`src/rtl/result_bcd_conv.sv`:
```
// -----------------------------------------------------------------------------
// result_bcd_conv
//
// Purpose:
//   Takes one ALU result ({din_high, din_low}, unsigned, 2*WIDTH bits) per
//   valid/ready handshake and converts it to packed BCD for the display stage.
//   The conversion is a sequential shift-add-3 (double-dabble) engine that
//   processes one binary bit per clock. The ALU zero/error flags are captured
//   on the same edge as the result and are presented with the converted value.
//   An error result skips the conversion and is shown as all-ones digits
//   (4'hF per digit, the "blank/error" code understood by the display).
//
// Ports:
//   clk       in   system clock, rising edge
//   rst       in   asynchronous active-low reset
//   in_valid  in   upstream result present
//   in_ready  out  block can accept a result (IDLE only, and out of reset)
//   din_high  in   ALU result, upper half (WIDTH bits)
//   din_low   in   ALU result, lower half (WIDTH bits)
//   zero_in   in   ALU zero flag
//   error_in  in   ALU error flag
//   out_valid out  one-cycle pulse, outputs below updated this cycle
//   bcd_out   out  packed BCD, digit 0 in bits [3:0]
//   zero_out  out  captured zero flag
//   err_out   out  captured error flag
//   busy      out  conversion in progress (CONV or DONE)
//
// Timing:
//   Accepting edge -> out_valid: 2*WIDTH+1 cycles normally, 1 cycle on error.
//   DIGITS must be at least ceil(2*WIDTH*log10(2)) so the largest input fits.
// -----------------------------------------------------------------------------
module result_bcd_conv #(
    parameter int WIDTH  = 8,
    parameter int DIGITS = 5
) (
    input  logic                  clk,
    input  logic                  rst,
    input  logic                  in_valid,
    output logic                  in_ready,
    input  logic [WIDTH-1:0]      din_high,
    input  logic [WIDTH-1:0]      din_low,
    input  logic                  zero_in,
    input  logic                  error_in,
    output logic                  out_valid,
    output logic [4*DIGITS-1:0]   bcd_out,
    output logic                  zero_out,
    output logic                  err_out,
    output logic                  busy
);

    localparam int NBITS = 2 * WIDTH;
    localparam int BW    = 4 * DIGITS;
    localparam int CW    = $clog2(NBITS + 1);

    typedef enum logic [1:0] {
        S_IDLE = 2'd0,
        S_CONV = 2'd1,
        S_DONE = 2'd2
    } state_t;

    state_t            state_q, state_d;
    logic [NBITS-1:0]  bin_q, bin_d;          // binary shift register
    logic [BW-1:0]     scr_q, scr_d;          // BCD scratch register
    logic [BW-1:0]     scr_adj;               // scratch after the add-3 step
    logic [CW-1:0]     cnt_q, cnt_d;          // remaining shifts
    logic              zero_lat_q, zero_lat_d;
    logic              err_lat_q, err_lat_d;
    logic              out_valid_q, out_valid_d;
    logic [BW-1:0]     bcd_q, bcd_d;
    logic              zero_out_q, zero_out_d;
    logic              err_out_q, err_out_d;

    // Add-3 correction: any digit >= 5 would become >= 10 after the shift,
    // so pre-adding 3 makes the shift carry correctly into the next digit.
    genvar gi;
    generate
        for (gi = 0; gi < DIGITS; gi++) begin : g_adj
            assign scr_adj[4*gi +: 4] = (scr_q[4*gi +: 4] >= 4'd5)
                                        ? scr_q[4*gi +: 4] + 4'd3
                                        : scr_q[4*gi +: 4];
        end
    endgenerate

    // in_ready is held low while reset is asserted so upstream never sees a
    // handshake that the (reset-held) registers cannot take.
    assign in_ready  = (state_q == S_IDLE) && rst;
    assign busy      = (state_q == S_CONV) || (state_q == S_DONE);
    assign out_valid = out_valid_q;
    assign bcd_out   = bcd_q;
    assign zero_out  = zero_out_q;
    assign err_out   = err_out_q;

    always_comb begin
        state_d     = state_q;
        bin_d       = bin_q;
        scr_d       = scr_q;
        cnt_d       = cnt_q;
        zero_lat_d  = zero_lat_q;
        err_lat_d   = err_lat_q;
        out_valid_d = 1'b0;
        bcd_d       = bcd_q;
        zero_out_d  = zero_out_q;
        err_out_d   = err_out_q;

        unique case (state_q)
            S_IDLE: begin
                if (in_valid && in_ready) begin
                    bin_d      = {din_high, din_low};
                    scr_d      = '0;
                    zero_lat_d = zero_in;
                    err_lat_d  = error_in;
                    if (error_in) begin
                        // Nothing meaningful to convert; report straight away.
                        cnt_d   = '0;
                        state_d = S_DONE;
                    end else begin
                        cnt_d   = CW'(NBITS);
                        state_d = S_CONV;
                    end
                end
            end

            S_CONV: begin
                {scr_d, bin_d} = {scr_adj[BW-2:0], bin_q, 1'b0};
                cnt_d          = cnt_q - CW'(1);
                if (cnt_q == CW'(1)) begin
                    state_d = S_DONE;
                end
            end

            S_DONE: begin
                out_valid_d = 1'b1;
                bcd_d       = err_lat_q ? {DIGITS{4'hF}} : scr_q;
                zero_out_d  = zero_lat_q;
                err_out_d   = err_lat_q;
                state_d     = S_IDLE;
            end

            default: begin
                state_d = S_IDLE;
            end
        endcase
    end

    always_ff @(posedge clk or negedge rst) begin
        if (!rst) begin
            state_q     <= S_IDLE;
            bin_q       <= '0;
            scr_q       <= '0;
            cnt_q       <= '0;
            zero_lat_q  <= 1'b0;
            err_lat_q   <= 1'b0;
            out_valid_q <= 1'b0;
            bcd_q       <= '0;
            zero_out_q  <= 1'b0;
            err_out_q   <= 1'b0;
        end else begin
            state_q     <= state_d;
            bin_q       <= bin_d;
            scr_q       <= scr_d;
            cnt_q       <= cnt_d;
            zero_lat_q  <= zero_lat_d;
            err_lat_q   <= err_lat_d;
            out_valid_q <= out_valid_d;
            bcd_q       <= bcd_d;
            zero_out_q  <= zero_out_d;
            err_out_q   <= err_out_d;
        end
    end

endmodule

```
`config.mk`:
```
export PLATFORM = sky130hd
export DESIGN_NAME = result_bcd_conv
export DESIGN_NICKNAME = d
export VERILOG_FILES = /design/src/rtl/result_bcd_conv.sv
export SDC_FILE = /design/constraint.sdc
export NUM_CORES = 1
export LEC_CHECK = 0
export BUFFER_PORTS_ARGS = -buffer_cell sky130_fd_sc_hd__buf_2
export CORE_MARGIN = 2
export CORE_UTILIZATION = 56
export CTS_BUF_LIST = sky130_fd_sc_hd__clkbuf_8
export DETAILED_ROUTE_END_ITERATION = 8
export GPL_TIMING_DRIVEN = 0
export PLACE_DENSITY = 0.77
export SLEW_MARGIN = 20
export SYNTH_ARGS = -nofsm -noshare
export SYNTH_HDL_FRONTEND = slang
export SYNTH_SLANG_ARGS = --single-unit
export TNS_END_PERCENT = 1
```
`constraint.sdc`:
```
create_clock -name clk -period 3.5 [get_ports clk]
set_clock_uncertainty 0.1 [all_clocks]
set_input_delay 0.525 -clock clk [delete_from_list [all_inputs] [get_ports clk]]
set_output_delay 0.525 -clock clk [all_outputs]
set_load 0.05 [all_outputs]
```
# After elaboration in Yosys (flattened, before gate mapping)
# Cells that the tools add are included.
[totals]
ff_bits = 68
in_bits = 21
wordCells = 52
out_inout_bits = 25
[classes]
order_cmp = 5
muxes = 18
reduce_logical = 8
eq_ne = 5
add_sub_neg = 6
[op_table]
columns = ["operator", "n"]
rows = [
  ["20-bit 2-to-1 mux", 2],
  ["20-bit case mux with 2 select lines", 1],
  ["16-bit case mux with 2 select lines", 1],
  ["4-bit by 3-bit greater-or-equal comparator with 1-bit output, second input constant", 5],
  ["4-bit by 2-bit adder with 4-bit output, second input constant", 4],
  ["16-bit 2-to-1 mux", 1],
  ["4-bit 2-to-1 mux", 4],
  ["5-bit 2-to-1 mux", 2],
  ["5-bit case mux with 2 select lines", 1],
  ["2-bit 2-to-1 mux", 3],
  ["2-bit AND reduction", 3],
  ["5-bit by 1-bit == test with 1-bit output, second input constant", 1],
  ["5-bit by 1-bit subtractor with 5-bit output, second input constant", 1],
  ["2-bit by 1-bit inequality test with 1-bit output, second input constant", 2],
  ["2-bit case mux with 2 select lines", 1],
  ["3-bit by 2-bit adder with 3-bit output, second input constant", 1],
  ["3-bit 2-to-1 mux", 1],
  ["2-bit by 1-bit == test with 1-bit output, second input constant", 1],
  ["2-bit == test, second input constant", 1],
  ["1-bit logical AND", 2],
  ["2-bit zero test", 1],
  ["2-bit nonzero test", 1],
  ["1-bit logical OR", 1],
  ["1-bit 2-to-1 mux", 1],
]

# Longest topological paths before layout
# Gate-level depths: netlist of run 1.
[logic_depth]
ltp_word = 5
depth_mapped = 9
mapped_depth_nobuf = 6

# Least setup slack after synthesis of run 1
# No wires, ideal clock.
[synth_path]
path_type = "flip-flop to output port"
start = "reg state_q[0]"
end = "out in_ready"
slack_ps = 1694
path_buffers = 1
arrival_time_ps = 1181
path_stages_with_launch = 5
t_required_ps = 2875
path_cell_list = "dfrtp_1 inv_1 ha_1 buf_6 and2_1"
[synth_via]
elab_chain_cells = 2
[synth_lines]
columns = ["element", "line", "source"]
rows = [
  ["start: declaration", "61", "state_t state_q, state_d;"],
  ["start signal: assignment", "158", "state_q <= state_d;"],
  ["2-bit zero test", "86", "assign in_ready = (state_q == S_IDLE) && rst;"],
  ["1-bit logical AND", "86", ""],
  ["end: declaration", "39", "output logic in_ready,"],
]
# No other way between the ends.

# Final worst setup path of run 1
[layout_path]
start = "in rst"
end = "out in_ready"
[layout_via]
elab_chain_cells = 1
[layout_lines]
columns = ["element", "line", "source"]
rows = [
  ["start: declaration", "37", "input logic rst,"],
  ["1-bit logical AND", "86", ""],
]
# No other way between the ends.

==> metrics.yaml, run 1 <==
status:
  status: "complete, no violations"
detailed_routing:
  firstDrtPassIters: 4
  routed_via_density: 5.43
  drt_iter0_markers: 161
  wl_per_cell_um: 14.4
  drc: 0
  drtAntennaViolNets: 0
  vias: 2675
  finalWirelength_um: 7080
worst_setup_path:
  crit_buf_inv: 4
  critPathLaunch: "rst"
  crit_arrival_ps: 2140
  cp_slowest_cell: "dlygate4sd3_1"
  slowest_delay_ps: 520
  crit_chain: "dlygate4sd3_1 -> buf_4 -> buf_12 -> and2_1 -> buf_2"
  path_class: "input pin to output port"
  startpoint_type: "input pin"
  crit_path_max_fanout: 43
  cp_top_family: "buffers and inverters"
  r2r-start: "state_q[0]"
  end_kind: "output port"
  required_ps: 2870
final_layout:
  mostFrequentLayoutCells: "dfrtp_1 (68), buf_2 (47), nor2_1 (46), o21ai_2 (34), a21oi_1 (33)"
  drive_above_1_share_pct: 34.1
  final_common_cell: "dfrtp_1"
  fill_cells: 511
  area_delta_synth_final_pct: 15.7
  antenna_cells: 0
  multi_input_area_um2: 1710
  fin_nets: 447
  final_util_pct: 66.7
  register_area_um2: 1700
clocking:
  tritoncts: "done"
  worstSkewPairLatency_ps: 360
  cts.sinks: 68
  cts_buffer_depth: 2
  root_buffer: "clkbuf_8"
  cts_buffers: 9
  htree_levels: 3
  clk_pin_slew_ps: 70
  cts_resized: 0
grt:
  grt_pass1_wl_um: 12200
  grt_pass1_vias: 2606
  grt.total_usage_pct: 21.4
  antenna_found_initial: 0
  grt_max_degree: 44
  overflow: 0
timing:
  tns_ps: 0
  fmax_mhz: 362
  setup_slack_ps: 737
  hold_viol_final: 0
  tightestPinTransition_ps: 471
  period_share_pct: 78.9
  slew_headroom_pct: 68.6
  finalMaxSlewViolations: 0
  period_minus_slack_ps: 2760
  rsz0062_at_grt: "false"
  holdWs_ps: 307
  setup_violations: 0
power:
  leakage_nw: 1.90
  ir_drop_mv: 0.723
  powerDensity_nw_per_um2: 911
synthesis:
  ys_ff_latch: 68
  yosysWarnings: 0
  syn_area_per_cell_um2: 10.3
  ys_types: 43
  syn_area_um2: 3640
  synth_cells: 353
  synth_edf_count: 0
  yosys.area.top_type: "dfrtp_1"
  seq_area_frac_synth_pct: 46.8
  synthTopCellsByArea: "dfrtp_1 (47%), o21ai_2 (8.2%), ha_1 (5.2%), nor2_1 (4.7%), a21oi_1 (4.5%)"
  synth_top_area_share_pct: 46.8
  ys.flop_type: "dfrtp_1"
  async_flop_share_pct: 100
  synth_nets: 389
die:
  rows: 29
  die_h_um: 84.6
  io_pins: 46
  initial_core_util_pct: 57.6
  die-area_um2: 7160
  die_w_um: 84.6
  core_um2: 6310
min_path:
  worstHoldStart: "zero_in"
  min_path_type: "input pin to flip-flop"
placed_design:
  placement.io_buffers: 45
  dp_slack_ps: 1230
  gp_congestion: 0.761
  dp_hpwl_um: 4930
job:
  max-cap-violations: 0
area by class of cell:
type	count	area share (%)
buffer	19	3.75
clock buffer	10	3.27
clock inverter	6	1.90
inverter	18	1.61
multi-input combinational	248	40.6
sequential	68	40.4
tap	77	2.29
timing repair buffer	47	6.12
cell usage after synthesis (2+ instances only):
master / n
dfrtp_1: 68
nor2_1: 46
o21ai_2: 34
a21oi_1: 33
nand2_2: 21
nand2_1: 18
inv_1: 17
mux2i_1: 16
ha_1: 15
o21ai_0: 9
clkbuf_1: 8
mux2_2: 8
nand2b_1: 5
nand3_1: 5
xnor2_1: 5
a22o_1: 4
nor3b_1: 4
buf_12: 3
buf_2: 3
a22oi_1: 2
a32o_1: 2
and2_1: 2
buf_4: 2
buf_6: 2
nand2_4: 2
nor3_1: 2
flip-flops by register name, summed over array words and instances, names as in the netlist, 2 cells and up:
name,flops
state_q,2
scr_q,20
cnt_q,5
bcd_out,20
bin_q,16
cell families (layout without fill, tap and decap cells):
family	Yosys count	in the layout	synth area share, %
AO/OA/AOI/OAI	93	93	18.4
multiplexers	24	24	6.88
adder cells (fa/ha/maj)	15	15	5.16
flip-flops	68	68	46.8
AND/OR/NAND/NOR	111	111	15.3
XOR/XNOR	5	5	1.20
buffers and inverters	37	100	6.19
per-layer routing:
metal / vias up / share of wire [%] / global-route usage (%)
met1: 1287 / 48 / 29.5
met4: 0 / 1.8 / 10.1
li1: 1328 / - / -
met2: 50 / 46 / 33.1
met3: 10 / 3.8 / 3.54
met5: - / 0 / 0
repair_timing:
action	4_1_cts	5_1_grt
setup buffers	0	0
hold endpoints to repair	2	0
hold buffers	1	0
worst reg2reg max path, delay by kind of cell (launching register included):
kind	cells	cell delay, ps
compound gates	1	160
fa+ha+maj	1	180
buf+inv	3	780
flops	1	400
simple gates	1	100
where the power goes:
part | switching [mW] | internal [mW]
Sequential | 0.196 | 1.07
Clock | 0.304 | 0.414
Combinational | 1.26 | 0.591
Total | 1.76 | 2.08
metrics by stage:
stage / cells / power, mW / cell area [µm²]
floorplan: 353 / 2.73 / 3640
global placement: 475 / 3.08 / 3960
detailed placement: 476 / 3.14 / 3980
CTS: 493 / 3.87 / 4210
global route: 493 / 4.09 / 4210
finish: 493 / 3.83 / 4210
final timing paths:
kind | to | slack (ps) | depth (start not counted)
min in group asynchronous | bcd_out[8] | 530 | 2
worst min-delay path | zero_lat_q | 310 | 2
worst max-delay path | in_ready | 740 | 5
worst min register to register | bin_q[2] | 380 | 2
max in group asynchronous | bin_q[10] | 2210 | 3
worst max register to register | bcd_out[7] | 1700 | 6
No activity file was read; power rests on OpenSTA's default activity.
==> inputs of run 2 (changes only) <==
--- a/config.mk
+++ b/config.mk
@@ -5,13 +5,14 @@
 export SDC_FILE = /design/constraint.sdc
 export NUM_CORES = 1
 export LEC_CHECK = 0
+export ABC_AREA = 1
 export BUFFER_PORTS_ARGS = -buffer_cell sky130_fd_sc_hd__buf_2
 export CORE_MARGIN = 2
 export CORE_UTILIZATION = 56
 export CTS_BUF_LIST = sky130_fd_sc_hd__clkbuf_8
 export DETAILED_ROUTE_END_ITERATION = 8
 export GPL_TIMING_DRIVEN = 0
-export PLACE_DENSITY = 0.77
+export PLACE_DENSITY = 0.78
 export SLEW_MARGIN = 20
 export SYNTH_ARGS = -nofsm -noshare
 export SYNTH_HDL_FRONTEND = slang
==> constraint.sdc (replaced) <==
create_clock -name clk -period 2.55 [get_ports clk]
set_clock_uncertainty 0.1 [all_clocks]
set_input_delay 0.3825 -clock clk [delete_from_list [all_inputs] [get_ports clk]]
set_output_delay 0.3825 -clock clk [all_outputs]
set_load 0.05 [all_outputs]
==> run 2 against run 1 <==
Against the previous run: design area fell by 8.8%; sequential cell count did not move; clock power fell by 0.6%; sequential power rose by 31%; count of clock-buffer cells in the layout fell by 1; largest power group unchanged.
==> metrics.yaml, run 2 <==
final_layout:
  final_common_cell: "nand2_1"
  register_area_um2: 1700
  area_delta_synth_final_pct: 15.2
  fin_nets: 498
  multi_input_area_um2: 1380
  fill_cells: 495
  mostFrequentLayoutCells: "nand2_1 (110), dfrtp_1 (68), nor2_1 (49), buf_2 (48), inv_1 (40)"
  antenna_cells: 0
  drive_above_1_share_pct: 15.7
power:
  powerDensity_nw_per_um2: 1170
  leakage_nw: 2.01
  fin_total_pwr_mw: 4.51
  ir_drop_mv: 0.778
worst_setup_path:
  path_class: "input pin to output port"
  startpoint_type: "input pin"
  crit_path_max_fanout: 40
  end_kind: "output port"
  required_ps: 2070
  crit_arrival_ps: 1880
clocking:
  tritoncts: "done"
  htree_levels: 3
  cts_buffer_depth: 2
  clk_pin_slew_ps: 60
  cts_setup_buffers: 0
  root_buffer: "clkbuf_8"
  cts_buffers: 9
  cts.sinks: 68
  worstSkewPairLatency_ps: 340
synthesis:
  synth_nets: 440
  syn_area_um2: 3330
  ys_types: 22
  synthTopCellsByArea: "dfrtp_1 (51%), nand2_1 (12%), ha_1 (5.6%), nor2_1 (5.5%), inv_1 (4.2%)"
  synth_cells: 404
  ys_ff_latch: 68
  syn_area_per_cell_um2: 8.25
  synth_top_area_share_pct: 51.1
  ys.flop_type: "dfrtp_1"
  yosysWarnings: 0
  yosys.area.top_type: "dfrtp_1"
  synth_most_common_cell: "nand2_1"
  synth_top_cells_by_count: "nand2_1 (110), dfrtp_1 (68), nor2_1 (49)"
  async_flop_share_pct: 100
  synth_edf_count: 0
  seq_area_frac_synth_pct: 51.1
timing:
  tightestPinTransition_ps: 527
  rsz0062_at_grt: "false"
  hold_viol_final: 0
  fmax_mhz: 424
  setup_violations: 0
  period_minus_slack_ps: 2360
  tns_ps: 0
  period_share_pct: 92.5
  setup_slack_ps: 192
  slew_headroom_pct: 64.9
  finalMaxSlewViolations: 0
status:
  status: "complete, no violations"
die:
  core_um2: 5850
  io_pins: 46
  die_h_um: 81.1
  die-area_um2: 6580
  die_w_um: 81.1
  initial_core_util_pct: 57.0
  rows: 28
detailed_routing:
  routed_via_density: 5.35
  finalWirelength_um: 7060
  drt_iter0_markers: 199
  firstDrtPassIters: 5
  vias: 2896
  drtAntennaViolNets: 0
  drc: 0
  wl_per_cell_um: 13.0
min_path:
  min_path_type: "input pin to flip-flop"
placed_design:
  dp_hpwl_um: 4990
  dp_slack_ps: 500
  placement.io_buffers: 45
  gp_congestion: 0.885
grt:
  grt_max_degree: 41
  overflow: 0
  antenna_found_initial: 0
  grt_pass1_wl_um: 12100
  grt_pass1_vias: 2732
  grt.total_usage_pct: 24.0
job:
  max-cap-violations: 0
run 2: cell types whose count changed after synthesis, moves of 14 or more:
cell	change
o21ai_2	-34
nand4_1	+14
nand2_1	+92
nand3_1	+21
nand2_2	-19
mux2i_1	-16
inv_1	+20
a31oi_1	+14
run 2: cell type report:
cell class | instances | area share (%)
clock buffer | 9 | 3.23
timing repair buffer | 47 | 6.81
tap | 75 | 2.45
multi-input combinational | 281 | 36.0
inverter | 40 | 3.91
buffer | 15 | 2.58
clock inverter | 6 | 0.685
sequential | 68 | 44.3
run 2: logic make-up (layout without fill, tap and decap cells):
| logic type | after synthesis | after routing | share of synthesized area [%] |
|---|---|---|---|
| compound gates | 61 | 61 | 9.80 |
| fa+ha+maj | 15 | 15 | 5.63 |
| buf+inv | 55 | 117 | 7.47 |
| flops | 68 | 68 | 51.1 |
| simple gates | 205 | 205 | 26.0 |
run 2: worst paths after layout:
path | from | to | slack [ps] | cells past startpoint
worst max-delay path | rst | in_ready | 190 | 6
worst min-delay path | zero_in | zero_lat_q | 140 | 3
worst max register to register | state_q[0] | bcd_out[14] | 590 | 6
worst min register to register | zero_lat_q | zero_lat_q | 380 | 2
max in group asynchronous | rst | bcd_out[9] | 1460 | 3
min in group asynchronous | rst | cnt_q[4] | 380 | 2
run 2: critical path, cell delays in order:
cell and delay, ps:
dlygate4sd3_1 540, buf_6 280, buf_12 280, nand2_1 80, inv_1 50, buf_2 250
run 2: power breakdown:
part / internal (mW) / switching (mW) / total (mW)
Sequential: 1.47 / 0.204 / 1.67
Clock: 0.331 / 0.382 / 0.714
Combinational: 0.570 / 1.55 / 2.12
Total: 2.37 / 2.14 / 4.51
run 2: per-stage QoR:
| step | hold slack (ps) | util (%) | area, µm² | cells |
|---|---|---|---|---|
| finish | 139 | 65.6 | 3840 | 541 |
| global route | 154 | 65.6 | 3840 | 541 |
| CTS | 127 | 65.5 | 3830 | 541 |
| detailed placement | 241 | 62.8 | 3670 | 525 |
| global placement | 351 | 62.4 | 3650 | 524 |
| floorplan | -13.1 | - | 3330 | 404 |
run 2: layer usage:
metal	wire length [µm]	vias to the layer above	track usage (%)
met5	0	-	0
met4	108	0	13.4
met3	309	13	3.78
met2	3380	84	37.7
met1	3260	1366	31.9
li1	-	1433	-
run 2: repair_timing:
| item | in CTS | in global routing |
|---|---|---|
| hold buffers | 1 | 0 |
| endpoints found under the hold margin | 30 | 0 |
| endpoints found under the setup margin | 0 | 1 |
| resized for setup | 0 | 1 |
